$ cat src/rtl/e203_mdv_pkg.sv
// Shared types and constants for the sequential multiply/divide unit.
// Holds the op and state encodings plus a few small op-decode helpers.
package e203_mdv_pkg;

    localparam int XLEN      = 32;
    localparam int MDV_BEATS = 32;
    localparam int CNT_W     = 6;

    typedef enum logic [2:0] {
        OP_MUL    = 3'd0,
        OP_MULH   = 3'd1,
        OP_MULHSU = 3'd2,
        OP_MULHU  = 3'd3,
        OP_DIV    = 3'd4,
        OP_DIVU   = 3'd5,
        OP_REM    = 3'd6,
        OP_REMU   = 3'd7
    } mdv_op_e;

    typedef enum logic [1:0] {
        ST_IDLE = 2'd0,
        ST_EXEC = 2'd1,
        ST_CORR = 2'd2,
        ST_DONE = 2'd3
    } mdv_state_e;

    function automatic logic mdv_is_div(input logic [2:0] op);
        return op[2];
    endfunction

    function automatic logic mdv_is_rem(input logic [2:0] op);
        return op[2] & op[1];
    endfunction

    function automatic logic mdv_is_sdiv(input logic [2:0] op);
        return op[2] & ~op[0];
    endfunction

endpackage

$ cat src/rtl/e203_exu_alu_muldiv_spcl.sv
// Combinational detection of operations that finish without the iterative datapath:
// divide by zero, signed divide overflow and reuse of a previous MULH* low product.
module e203_exu_alu_muldiv_spcl
    import e203_mdv_pkg::*;
(
    input  logic [2:0]      op,
    input  logic [XLEN-1:0] rs1,
    input  logic [XLEN-1:0] rs2,
    input  logic            mdv_nob2b,
    input  logic            rec_vld,
    input  logic [XLEN-1:0] rec_rs1,
    input  logic [XLEN-1:0] rec_rs2,
    input  logic [XLEN-1:0] rec_lo,
    output logic            div_by_zero,
    output logic            div_ovf,
    output logic            b2b_hit,
    output logic            spcl_hit,
    output logic [XLEN-1:0] spcl_res
);

    always_comb begin
        div_by_zero = mdv_is_div(op) && (rs2 == '0);
        div_ovf     = mdv_is_sdiv(op) && (rs1 == {1'b1, {(XLEN-1){1'b0}}}) && (rs2 == '1);
        b2b_hit     = (op == OP_MUL) && !mdv_nob2b && rec_vld
                      && (rs1 == rec_rs1) && (rs2 == rec_rs2);
        spcl_hit    = div_by_zero || div_ovf || b2b_hit;
        spcl_res    = '0;
        // Divide by zero takes priority: overflow needs a nonzero divisor anyway.
        if (div_by_zero) begin
            spcl_res = mdv_is_rem(op) ? rs1 : '1;
        end else if (div_ovf) begin
            spcl_res = mdv_is_rem(op) ? '0 : {1'b1, {(XLEN-1){1'b0}}};
        end else if (b2b_hit) begin
            spcl_res = rec_lo;
        end
    end

endmodule

$ cat src/rtl/e203_exu_alu_muldiv_seq.sv
// Sequential RISC-V M-extension unit: shift-add multiply and non-restoring divide,
// one beat per granted use of a shared 34-bit adder, 33 beats over 33-bit operands.
module e203_exu_alu_muldiv_seq
    import e203_mdv_pkg::*;
(
    input  logic            clk,
    input  logic            rst_n,
    input  logic            i_valid,
    output logic            i_ready,
    input  logic [2:0]      i_op,
    input  logic [XLEN-1:0] i_rs1,
    input  logic [XLEN-1:0] i_rs2,
    input  logic            mdv_nob2b,
    input  logic            flush_pulse,
    output logic            dp_req,
    input  logic            dp_gnt,
    output logic [33:0]     dp_op1,
    output logic [33:0]     dp_op2,
    output logic            dp_sub,
    input  logic [33:0]     dp_res,
    output logic            o_valid,
    input  logic            o_ready,
    output logic [XLEN-1:0] o_wdat
);

    mdv_state_e       state_q, state_d;
    mdv_op_e          op_q;
    logic [CNT_W-1:0] cnt_q;
    logic [XLEN-1:0]  rs1_q, rs2_q;
    logic [XLEN:0]    opnd_q, hi_q, lo_q;
    logic [XLEN:0]    hi_d, lo_d;
    logic             quo_neg_q, rem_neg_q;
    logic             rec_vld_q;
    logic [XLEN-1:0]  rec_rs1_q, rec_rs2_q, rec_lo_q;

    logic             accept, last_beat;
    logic             div_by_zero, div_ovf, b2b_hit, spcl_hit;
    logic [XLEN-1:0]  spcl_res;
    logic [XLEN:0]    init_opnd, init_lo;
    logic             init_quo_neg, init_rem_neg;
    logic [XLEN-1:0]  mul_res, corr_res, rem_fix;

    assign i_ready   = (state_q == ST_IDLE);
    assign o_valid   = (state_q == ST_DONE);
    assign dp_req    = (state_q == ST_EXEC) || (state_q == ST_CORR);
    assign accept    = i_valid && i_ready && !flush_pulse;
    assign last_beat = (cnt_q == CNT_W'(MDV_BEATS));

    e203_exu_alu_muldiv_spcl u_spcl (
        .op          (i_op),
        .rs1         (i_rs1),
        .rs2         (i_rs2),
        .mdv_nob2b   (mdv_nob2b),
        .rec_vld     (rec_vld_q),
        .rec_rs1     (rec_rs1_q),
        .rec_rs2     (rec_rs2_q),
        .rec_lo      (rec_lo_q),
        .div_by_zero (div_by_zero),
        .div_ovf     (div_ovf),
        .b2b_hit     (b2b_hit),
        .spcl_hit    (spcl_hit),
        .spcl_res    (spcl_res)
    );

    // Multiply keeps the extended multiplicand in opnd and the multiplier in lo;
    // divide keeps the divisor magnitude in opnd and the dividend magnitude in lo.
    always_comb begin
        init_opnd    = '0;
        init_lo      = '0;
        init_quo_neg = 1'b0;
        init_rem_neg = 1'b0;
        if (mdv_is_div(i_op)) begin
            init_quo_neg = mdv_is_sdiv(i_op) && (i_rs1[XLEN-1] ^ i_rs2[XLEN-1]);
            init_rem_neg = mdv_is_sdiv(i_op) && i_rs1[XLEN-1];
            init_opnd    = {1'b0, (mdv_is_sdiv(i_op) && i_rs2[XLEN-1]) ? -i_rs2 : i_rs2};
            init_lo      = {1'b0, (mdv_is_sdiv(i_op) && i_rs1[XLEN-1]) ? -i_rs1 : i_rs1};
        end else begin
            init_opnd = {(i_op != OP_MULHU) && i_rs1[XLEN-1], i_rs1};
            init_lo   = {!i_op[1] && i_rs2[XLEN-1], i_rs2};
        end
    end

    always_comb begin
        dp_op1   = '0;
        dp_op2   = '0;
        dp_sub   = 1'b0;
        hi_d     = hi_q;
        lo_d     = lo_q;
        rem_fix  = '0;
        corr_res = '0;
        if (state_q == ST_EXEC) begin
            if (!mdv_is_div(op_q)) begin
                // The final beat weighs the multiplier sign bit negatively.
                dp_op1 = {hi_q[XLEN], hi_q};
                dp_op2 = lo_q[0] ? {opnd_q[XLEN], opnd_q} : '0;
                dp_sub = last_beat;
                hi_d   = dp_res[33:1];
                lo_d   = {dp_res[0], lo_q[XLEN:1]};
            end else begin
                dp_op1 = {hi_q, lo_q[XLEN]};
                dp_op2 = {1'b0, opnd_q};
                dp_sub = !hi_q[XLEN];
                hi_d   = dp_res[XLEN:0];
                lo_d   = {lo_q[XLEN-1:0], !dp_res[33]};
            end
        end else if (state_q == ST_CORR) begin
            if (mdv_is_rem(op_q)) begin
                dp_op1   = {hi_q[XLEN], hi_q};
                dp_op2   = hi_q[XLEN] ? {1'b0, opnd_q} : '0;
                rem_fix  = dp_res[XLEN-1:0];
                corr_res = rem_neg_q ? -rem_fix : rem_fix;
            end else begin
                dp_op2   = {2'b00, lo_q[XLEN-1:0]};
                dp_sub   = quo_neg_q;
                corr_res = dp_res[XLEN-1:0];
            end
        end
        mul_res = (op_q == OP_MUL) ? lo_d[XLEN-1:0] : {hi_d[XLEN-2:0], lo_d[XLEN]};
    end

    always_comb begin
        state_d = state_q;
        unique case (state_q)
            ST_IDLE: if (accept) state_d = spcl_hit ? ST_DONE : ST_EXEC;
            ST_EXEC: if (dp_gnt && last_beat) state_d = mdv_is_div(op_q) ? ST_CORR : ST_DONE;
            ST_CORR: if (dp_gnt) state_d = ST_DONE;
            ST_DONE: if (o_ready) state_d = ST_IDLE;
            default: state_d = ST_IDLE;
        endcase
        if (flush_pulse && (state_q != ST_IDLE)) begin
            state_d = ST_IDLE;
        end
    end

    always_ff @(posedge clk or negedge rst_n) begin
        if (!rst_n) begin
            state_q <= ST_IDLE;
        end else begin
            state_q <= state_d;
        end
    end

    always_ff @(posedge clk or negedge rst_n) begin
        if (!rst_n) begin
            op_q      <= OP_MUL;
            cnt_q     <= '0;
            rs1_q     <= '0;
            rs2_q     <= '0;
            opnd_q    <= '0;
            hi_q      <= '0;
            lo_q      <= '0;
            quo_neg_q <= 1'b0;
            rem_neg_q <= 1'b0;
            o_wdat    <= '0;
        end else if (accept) begin
            op_q      <= mdv_op_e'(i_op);
            cnt_q     <= '0;
            rs1_q     <= i_rs1;
            rs2_q     <= i_rs2;
            opnd_q    <= init_opnd;
            hi_q      <= '0;
            lo_q      <= init_lo;
            quo_neg_q <= init_quo_neg;
            rem_neg_q <= init_rem_neg;
            if (spcl_hit) begin
                o_wdat <= spcl_res;
            end
        end else if ((state_q == ST_EXEC) && dp_gnt) begin
            hi_q  <= hi_d;
            lo_q  <= lo_d;
            cnt_q <= cnt_q + CNT_W'(1);
            if (last_beat && !mdv_is_div(op_q)) begin
                o_wdat <= mul_res;
            end
        end else if ((state_q == ST_CORR) && dp_gnt) begin
            o_wdat <= corr_res;
        end
    end

    // Only a completed high-half multiply leaves a reusable low product behind.
    always_ff @(posedge clk or negedge rst_n) begin
        if (!rst_n) begin
            rec_vld_q <= 1'b0;
            rec_rs1_q <= '0;
            rec_rs2_q <= '0;
            rec_lo_q  <= '0;
        end else if (flush_pulse) begin
            rec_vld_q <= 1'b0;
        end else if (o_valid && o_ready) begin
            rec_vld_q <= !mdv_is_div(op_q) && (op_q != OP_MUL);
            rec_rs1_q <= rs1_q;
            rec_rs2_q <= rs2_q;
            rec_lo_q  <= lo_q[XLEN-1:0];
        end
    end

endmodule

$ cat config.mk
export PLATFORM = sky130hd
export DESIGN_NAME = e203_exu_alu_muldiv_seq
export DESIGN_NICKNAME = d
export VERILOG_FILES = /design/src/rtl/e203_mdv_pkg.sv /design/src/rtl/e203_exu_alu_muldiv_spcl.sv /design/src/rtl/e203_exu_alu_muldiv_seq.sv
export SDC_FILE = /design/constraint.sdc
export NUM_CORES = 1
export LEC_CHECK = 0
export ABC_AREA = 1
export CAP_MARGIN = 20
export CORE_AREA = 2 2 288 290
export DETAILED_ROUTE_END_ITERATION = 8
export DIE_AREA = 0 0 290 292
export GPL_TIMING_DRIVEN = 0
export PLACE_DENSITY = 0.5
export SLEW_MARGIN = 20
export SYNTH_ARGS = -nofsm -noshare
export SYNTH_HDL_FRONTEND = slang
export SYNTH_SLANG_ARGS = --single-unit
$ cat constraint.sdc
create_clock -name clk -period 3.2 [get_ports clk]
set_clock_uncertainty 0.05 [all_clocks]
set_input_delay 0.32 -clock clk [delete_from_list [all_inputs] [get_ports clk]]
set_output_delay 0.32 -clock clk [all_outputs]
set_load 0.005 [all_outputs]
==> results of run 1 <==
-- synthesized netlist by cell type, drive strengths merged (10+ instances only) --
library cell	count
o221ai	54
ha	10
nand4	37
inv	373
xor2	36
nand2	724
nor3	24
dfrtp	305
o21bai	24
nand3	217
clkbuf	94
buf	57
nor2	253
o21ai	254
o31ai	24
o211ai	20
o22ai	148
a21oi	126
-- how the worst max path moves through the flow --
stage	slack, ps	endpoint	from	cells after the start
finish	-3	o_wdat[16]$_DFFE_PN0P_	i_rs1[1]	14
global route	4	dp_sub	state_q[1]$_DFFE_PN0P_	8
CTS	-8	dp_op1[32]	state_q[1]$_DFFE_PN0P_	10
detailed placement	-840	dp_op2[22]	state_q[1]$_DFFE_PN0P_	9
global placement	-12770	rs1_q[24]$_DFFE_PN0P_	rst_n	1
floorplan	1000	dp_op1[10]	state_q[1]$_DFFE_PN0P_	9
-- sequential cells by signal, summed over array words and instances, names as in the netlist, 2 cells and up --
signal and flops:
rec_lo_q 32, op_q 3, state_q 2, rec_rs2_q 32, opnd_q 33, rec_rs1_q 32
o_wdat 32, cnt_q 6, hi_q 33, lo_q 33, rs1_q 32, rs2_q 32
-- power breakdown --
group | leakage (nW) | total [W] | internal, W | switching, W
Sequential | 3.82 | 0.00662 | 0.00560 | 0.00102
Combinational | 7.08 | 0.0110 | 0.00387 | 0.00714
Clock | 0.669 | 0.00487 | 0.00287 | 0.00200
Total | 11.6 | 0.0225 | 0.0123 | 0.0102
-- timing repair --
action,in CTS,in global routing
hold endpoints to repair,175,0
setup endpoints to repair,184,79
hold buffers,1,0
cloned,1,0
pin swaps,0,2
gates resized for setup,148,46
setup buffers,13,2
-- per-layer routing --
metal | track usage (%) | part of all wire [%] | vias to the layer above
met4 | 10.5 | 4.6 | 2
met5 | 0 | 0.012 | -
met3 | 3.91 | 8.2 | 230
met1 | 33.4 | 42 | 10700
met2 | 39.8 | 45 | 1217
li1 | - | - | 9927
-- critical path: stages --
cell and delay, ps:
clkdlybuf4s50_1 760, inv_2 180, nand2_1 220, nand2_1 80, nor2_1 100, nand2_1 60, nor2_1 90, nand2_1 110
nor2_4 340, nand3_4 230, clkbuf_1 340, o21ai_0 360, nand3_1 300, nand2_1 120
-- logic make-up after synthesis --
logic type                 synth area share (%)
and+or+nand+nor                            27.4
AOI/OAI and AO/OA                          20.1
buffers and inverters                      10.5
DFF                                        39.4
xor gates and xnor gates                   1.99
adders and majority gates                 0.645
muxes                                    0.0581
-- final cells by class --
cell class,instances,area [um^2]
buffer,151,773
inverter,375,1410
tap,1070,1340
multi-input combinational,1988,10100
antenna,1,2.50
timing repair buffer,224,2300
fill,9043,56600
clock inverter,18,215
clock buffer,56,1160
sequential,305,7630
-- cell usage in the layout, fill, tap and decap left out, types with 41 or more instances in the layout --
cell,instances
inv_1,315
clkbuf_1,85
nand2_1,717
o21ai_0,235
o22ai_1,116
inv_2,56
nand3_1,211
a21oi_1,124
clkbuf_16,41
nor2_1,244
dfrtp_1,304
o221ai_1,54
clkdlybuf4s50_1,158
-- metrics by stage --
step                      hold WS, ps  utilization (%)  power [W]
final                            85.3             30.6     0.0225
after global routing              104             30.6     0.0237
after CTS                        64.9             30.5     0.0223
after detailed placement          147             28.0     0.0166
after global placement            416             27.9     0.0166
after floorplan                 -25.6                -     0.0119
==> results.toml, run 1 <==
[timing]
maxSlewViolCount = 0
fmax_mhz = 312
finalHoldViolCount = 0
finalWorstSetupSlack_ps = -2.86
tns_ps = -5.26
setup_viol = 2
worst_slew_pin_slew_ps = 992
relSlewSlack_pct = 33.8
grt_setup_unrepaired = "false"
finalCritPeriodShare_pct = 100
period_needed_ps = 3200

[power]
irDropWorstVdd_v = 0.000377
p_leak_nw = 11.6
power_density_nw_per_um2 = 901

[die]
start_util_pct = 23.8
ioPinCount = 212
die_w_um = 290
die_area_um2 = 84700
fp-row-count = 105
die_y_um = 292
core_area_um2 = 81600

[clocking]
cts_buffer_depth = 3
cts_tree = "done"
cts_sinks = 305
root_buffer = "clkbuf_16"
cts.clk_slew.worst_paths_ps = 60
clkLatencyLatePin_ps = 580
htreeDepth = 2
cts-buffers-inserted = 40

[worst_hold_path]
whs_path_depth = 3
worstHoldStart = "i_rs1[13]"
worstHoldEndpoint = "rs1_q[13]$_DFFE_PN0P_"
hold_class = "in2reg"

[drt]
wl_um = 108000
drt_iter0_markers = 2476
ant_nets = 0
dr.pass1.iters = 5
routedWlPerCell_um = 25.9
drc_errors = 0
vias = 22100
vias_per_cell = 5.27

[cells_and_area]
final_cell_area_um2 = 25000
instances_no_fill = 4188
drive_gt1_share_pct = 8.50
nets = 3203
area_growth_pct = 28.8

[synthesis]
synth_area_leaders = "dfrtp_1 (39%), nand2_1 (14%), o21ai_0 (6.4%), inv_1 (6.2%), nand3_1 (5.5%)"
ys.flop_type = "dfrtp_1"
synth-seq-cells = 305
syn_inst = 2819
synth_top_area_share_pct = 39.4
ys_seq_area_share_pct = 39.4
yosysTopAreaCell = "dfrtp_1"
synth_edf_count = 0
ys_types = 47
yosys_warnings = 0
async_flop_share_pct = 100
synth_fp_nets = 2937
syn_area_um2 = 19400
avgSynthCellArea_um2 = 6.88

[setup_path]
crit_required_ps = 3660
r2r_setup_slack_ps = -3
cp-end-kind = "flip-flop"
critPathKind = "in2reg"
r2r-end = "lo_q[29]$_DFFE_PN0N_"
cp.arrival_ps = 3660
r2r-start = "state_q[0]$_DFFE_PN0P_"
reg2regPathDepth = 8
startpoint_type = "primary input"
critPathMaxFanout = 10

[flow_run]
maxCapViolCount = 0

[placement]
pre_cts_slack_ps = -843
port-buffer-count = 203
hpwl_um = 86500
gp_congestion = 1.02
dp_cells = 4096
dpl_cell_area_um2 = 22900

[run_status]
run_status = "finished, violations left"
failed_checks = "setup timing"

[global_routing]
grt_pass1_wl_um = 153000
grt_max_degree = 89
grt_pass1_vias = 20900
antenna_found_initial = 5
grt_usage_pct = 24.9
grt-ovfl-total = 0
No activity file was read; power rests on OpenSTA's default activity.
==> run 2, diff against run 1 <==
- DONT_BUFFER_PORTS: not set -> 1
- PLACE_DENSITY: 0.5 -> 0.47
==> run 2 against run 1 <==
Compared with the run above: the run ends with hold timing, setup timing left; global-route usage grew 1.2 points; via count shrank 3.1%; flip-flop and latch count is the same; hold slack lost 700 ps; critical endpoint is now o_wdat[0]$_DFFE_PN0P_.
==> results.toml, run 2 (synthesized netlist as in run 1, its figures left out) <==
[run_status]
run_status = "finished, violations left"
failed_checks = "hold timing, setup timing"

[clocking]
cts_sinks = 305
clkLatencyLatePin_ps = 600
htreeDepth = 2
cts-buffers-inserted = 39
root_buffer = "clkbuf_16"
cts.clk_slew.worst_paths_ps = 70
cts_buffer_depth = 3
cts-hold-fix-buffers = 61
cts_tree = "done"

[power]
irDropWorstVdd_v = 0.000362
p_leak_nw = 10.6
power_w = 0.0209
power_density_nw_per_um2 = 908

[die]
fp-row-count = 105
die_y_um = 292
core_area_um2 = 81600
start_util_pct = 23.8
ioPinCount = 212
die_area_um2 = 84700
die_w_um = 290

[cells_and_area]
nets = 3044
final_common_cell = "nand2_1"
multi_input_comb_area_um2 = 9970
final_cell_area_um2 = 23100
area_growth_pct = 18.9
reg_top3 = "hi_q: 33 flops, lo_q: 33 flops, opnd_q: 33 flops"
instances_no_fill = 4028
drive_gt1_share_pct = 7.92
layout_common_cells = "nand2_1 (719), inv_1 (319), dfrtp_1 (305)"
nFillCells = 9218
regArea_um2 = 7630

[global_routing]
grt-ovfl-total = 0
grt_pass1_vias = 20500
grt_max_degree = 306
grt_usage_pct = 26.1
antenna_found_initial = 3
grt_pass1_wl_um = 158000

[drt]
drt_iter0_markers = 2611
top_layer_used = "met5"
dr.pass1.iters = 6
vias = 21400
vias_per_cell = 5.30
ant_nets = 0
drc_errors = 0
wl_um = 113000
wl_met2_um = 49700
wl_met1_um = 47100
routedWlPerCell_um = 28.1
met3_length_um = 11000

[setup_path]
cp.arrival_ps = 3690
reg2regPathDepth = 8
startpoint_type = "flip-flop"
crit_required_ps = 3610
cp-end-kind = "flip-flop"
r2r-start = "state_q[0]$_DFFE_PN0P_"
critPathKind = "reg2reg"
critPathMaxFanout = 10
r2r_setup_slack_ps = -80
r2r-end = "o_wdat[0]$_DFFE_PN0P_"

[timing]
setup_viol = 2
finalWorstSetupSlack_ps = -83.6
finalCritPeriodShare_pct = 103
worst_slew_pin_slew_ps = 1030
tns_ps = -126
grt_setup_unrepaired = "true"
fmax_mhz = 305
relSlewSlack_pct = 31.6
period_needed_ps = 3280
maxSlewViolCount = 0
finalHoldViolCount = 305
fin_hold_ws_ps = -618

[placement]
pre_cts_slack_ps = -430
dp_cells = 3889
hpwl_um = 87300
port-buffer-count = 0
dpl_cell_area_um2 = 20700
gp_congestion = 0.985

[worst_hold_path]
hold_class = "in2async"

[flow_run]
maxCapViolCount = 0
==> run 2: timing repair <==
action,4_1_cts,5_1_grt
setup endpoints to repair,218,96
resized for setup,60,37
buffers inserted,5,0
hold endpoints to repair,385,305
==> run 2: worst max path at each step <==
stage / depth (start not counted) / from / to / slack (ps)
global route: 8 / state_q[0]$_DFFE_PN0P_ / o_wdat[0]$_DFFE_PN0P_ / -70
global placement: 7 / state_q[0]$_DFFE_PN0P_ / rs1_q[29]$_DFFE_PN0P_ / -400
detailed placement: 8 / state_q[0]$_DFFE_PN0P_ / o_wdat[15]$_DFFE_PN0P_ / -430
CTS: 10 / state_q[0]$_DFFE_PN0P_ / lo_q[10]$_DFFE_PN0N_ / 3
finish: 8 / state_q[0]$_DFFE_PN0P_ / o_wdat[0]$_DFFE_PN0P_ / -80
floorplan: 9 / state_q[1]$_DFFE_PN0P_ / dp_op1[10] / 1000
==> run 2: cell type report <==
type | instances | share of cell area (%)
Clock inverter | 15 | 0.944
Inverter | 375 | 6.12
Multi-Input combinational cell | 1988 | 43.2
Timing Repair Buffer | 66 | 2.87
Clock buffer | 55 | 4.85
Sequential cell | 305 | 33.1
Antenna cell | 3 | 0.0326
Tap cell | 1070 | 5.81
Buffer | 151 | 3.04
==> run 2: worst max-delay path: stages, from the launching register on <==
cell      delay (ps)
dfrtp_1          420
inv_1            130
ha_1             330
nand3_2          330
clkbuf_1         440
clkbuf_1         800
o221ai_1         320
nand3_1          270
nand2_1           70
==> run 2: per-layer routing <==
metal  global-route usage [%]  vias up
met1                     34.7    10500
met3                     5.72      192
li1                         -     9596
met4                     11.4        2
met2                     40.7     1111
met5                        0        -
==> run 2: power breakdown <==
part           internal [W]  switching [W]
Clock               0.00284        0.00195
Combinational       0.00285        0.00659
Sequential          0.00560        0.00111
==> run 2: stage by stage <==
stage               utilization, %  hold WS, ps
global placement              25.4         1.23
detailed placement            25.4         2.01
floorplan                        -        -25.6
finish                        28.3         -618
global route                  28.3         -627
CTS                           28.2         -612
==> run 3, diff against run 2 <==
- RECOVER_POWER: not set -> 50
==> results of run 3 <==
Final layout, timing and power as in run 2 (identical DEF).
==> RTL change, RTL diff (settings of run 3) <==
Change the package constant `CNT_W` from 6 to 8.
--- a/src/rtl/e203_mdv_pkg.sv
+++ b/src/rtl/e203_mdv_pkg.sv
@@ -5,5 +5,5 @@
     localparam int XLEN      = 32;
     localparam int MDV_BEATS = 32;
-    localparam int CNT_W     = 6;
+    localparam int CNT_W     = 8;
 
     typedef enum logic [2:0] {
Function: not settled (the Yosys comparison gave no result); the edit may change what the design does.
==> RTL change against run 3 <==
Worst setup slack improved by 0.070 ns; final area about the same; total power shrank 4.4%; critical path depth increased by 8; via count grew 0.11%; routed wire length down 0.85%; utilization hardly changed; sequential cell count grew 2; clock power is 6.0% lower; area after synthesis up 0.37%; global-route usage down 0.21 points; the flow still finishes with violations (hold timing, setup timing).
==> RTL change: results (changes against run 3) <==
R2R Path Start rec_rs2_q[4]$_DFFE_PN0P_; Seq/Total Area, Yosys 39.5% (+0.11 points); reg2reg end o_wdat[3]$_DFFE_PN0P_; Post-Syn Nets 2949 (+0.41%); P_leak 10.5 nW (-0.63%); worst path arrival time 3.66 ns (-0.03 ns); Synth Area in Compound Gates 20.5% (+0.37 points); first-pass GRT wire length 158000 µm (-0.29%); initial DRC count 2765 (+5.9%); critical path's slowest cell dlygate4sd3_1; GRT Util Overall 25.9% (-0.21 points); worst-skew pair later-pin latency 0.58 ns (-0.02 ns); CTS buffer count 38 (-2.6%); RePlAce Congestion 0.974 (-1.1%); IO Port Bufs 0 (unchanged); post-synthesis mux area share 0.174% (+0.12 points); Final HPWL DP 86600 µm (-0.77%); WS Path Type input port to flop; status finished with violations; n_diodes 0 (-3); final setup fails 1 (-1); Worst Slack Setup Final -0.0136 ns (+0.0700 ns); crit path from i_rs1[13]; largest cells by area after synthesis dfrtp_1, nand2_1, inv_1; most frequent cells after synthesis nand2_1, inv_1, dfrtp_1, o21ai_0, nor2_1; Switching Fraction 46.3% (+0.21 points); path depth of the worst reg2reg path 12 (+4); fraction of layout cells with a size suffix above 1 7.04% (-0.88 points); failing checks hold timing, setup timing; Tightest Pin Transition 1.04 ns (+0.0153 ns); largest net degree at the start of global routing 308 (+0.65%); WHS -0.591 ns (+0.0271 ns); H-Tree Depth 2 (unchanged); R2R Setup Slk 0.02 ns (+0.10 ns); Routed WL 112000 µm (-0.85%); CTS Hold Buffers Added 54 (-11%); library cells used by synthesis 47 (unchanged); XOR/XNOR share of the synthesized area 1.93% (-0.052 points); Crit path max-delay family simple AND/OR/NAND/NOR gates; Final Hold Fails 307 (+0.66%); syn_area_per_cell 6.88 µm² (about the same); placed cell area 0.0208 mm² (+0.38%); Worst VDD drop 0.445 mV (+23%); Placement Setup Slack -0.571 ns (-0.141 ns); Vias 21400 (+0.11%); nets 3045 (+0.033%); vias per cell 5.32 (+0.21%); Placed Instances 3901 (+0.31%); adder-cell share of the synthesized area 0.643% (-0.0024 points)
==> RTL change: cell count changes in the layout (fill, tap and decap cells not counted), sizes merged, moves of 7 or more <==
| cell | before | now |
|---|---|---|
| o21ai | 254 | 271 |
| inv | 373 | 388 |
| nand2 | 724 | 713 |
| buf | 57 | 47 |
| nand4 | 37 | 27 |
| clkbuf | 153 | 160 |
| dlygate4sd3 | 61 | 54 |
| nor3 | 24 | 31 |
==> RTL change: final cells by class <==
cell class / count / area [µm²]
Sequential cell: 307 / 7680
Tap cell: 1070 / 1340
Multi-Input combinational cell: 1984 / 10000
Fill cell: 9085 / 58500
Buffer: 150 / 704
Clock inverter: 11 / 114
Inverter: 390 / 1470
Timing Repair Buffer: 56 / 559
Clock buffer: 56 / 1130
==> RTL change: repair_timing <==
action | in CTS | in global routing
hold endpoints to repair | 377 | 307
endpoints found under the setup margin | 277 | 65
setup buffers | 2 | 0
resized for setup | 91 | 22
pin swaps | 1 | 1
==> RTL change: metal layers <==
metal  vias up  part of all wire, %  track usage (%)
met3       201                   10             6.48
met1     10400                   42             34.7
li1       9625                    -                -
met4         4                  3.5             8.66
met5         -                0.024                0
met2      1128                   44             40.7
==> RTL change: power by group through the flow <==
stage	Combinational [W]	Clock, W	Sequential, W
after floorplan	0.00526	0	0.00613
after global placement	0.00824	0	0.00643
after detailed placement	0.00828	0	0.00646
after CTS	0.00885	0.00456	0.00640
after global routing	0.00979	0.00470	0.00659
final	0.00909	0.00451	0.00641
==> RTL change: per-stage QoR <==
step / setup TNS [ns] / utilization (%) / power [W]
floorplan: 0 / - / 0.0114
global placement: -49.41 / 25.5 / 0.0147
detailed placement: -56.69 / 25.5 / 0.0147
CTS: 0 / 28.2 / 0.0198
global route: -0.000924 / 28.2 / 0.0211
finish: -0.0136 / 28.2 / 0.0200
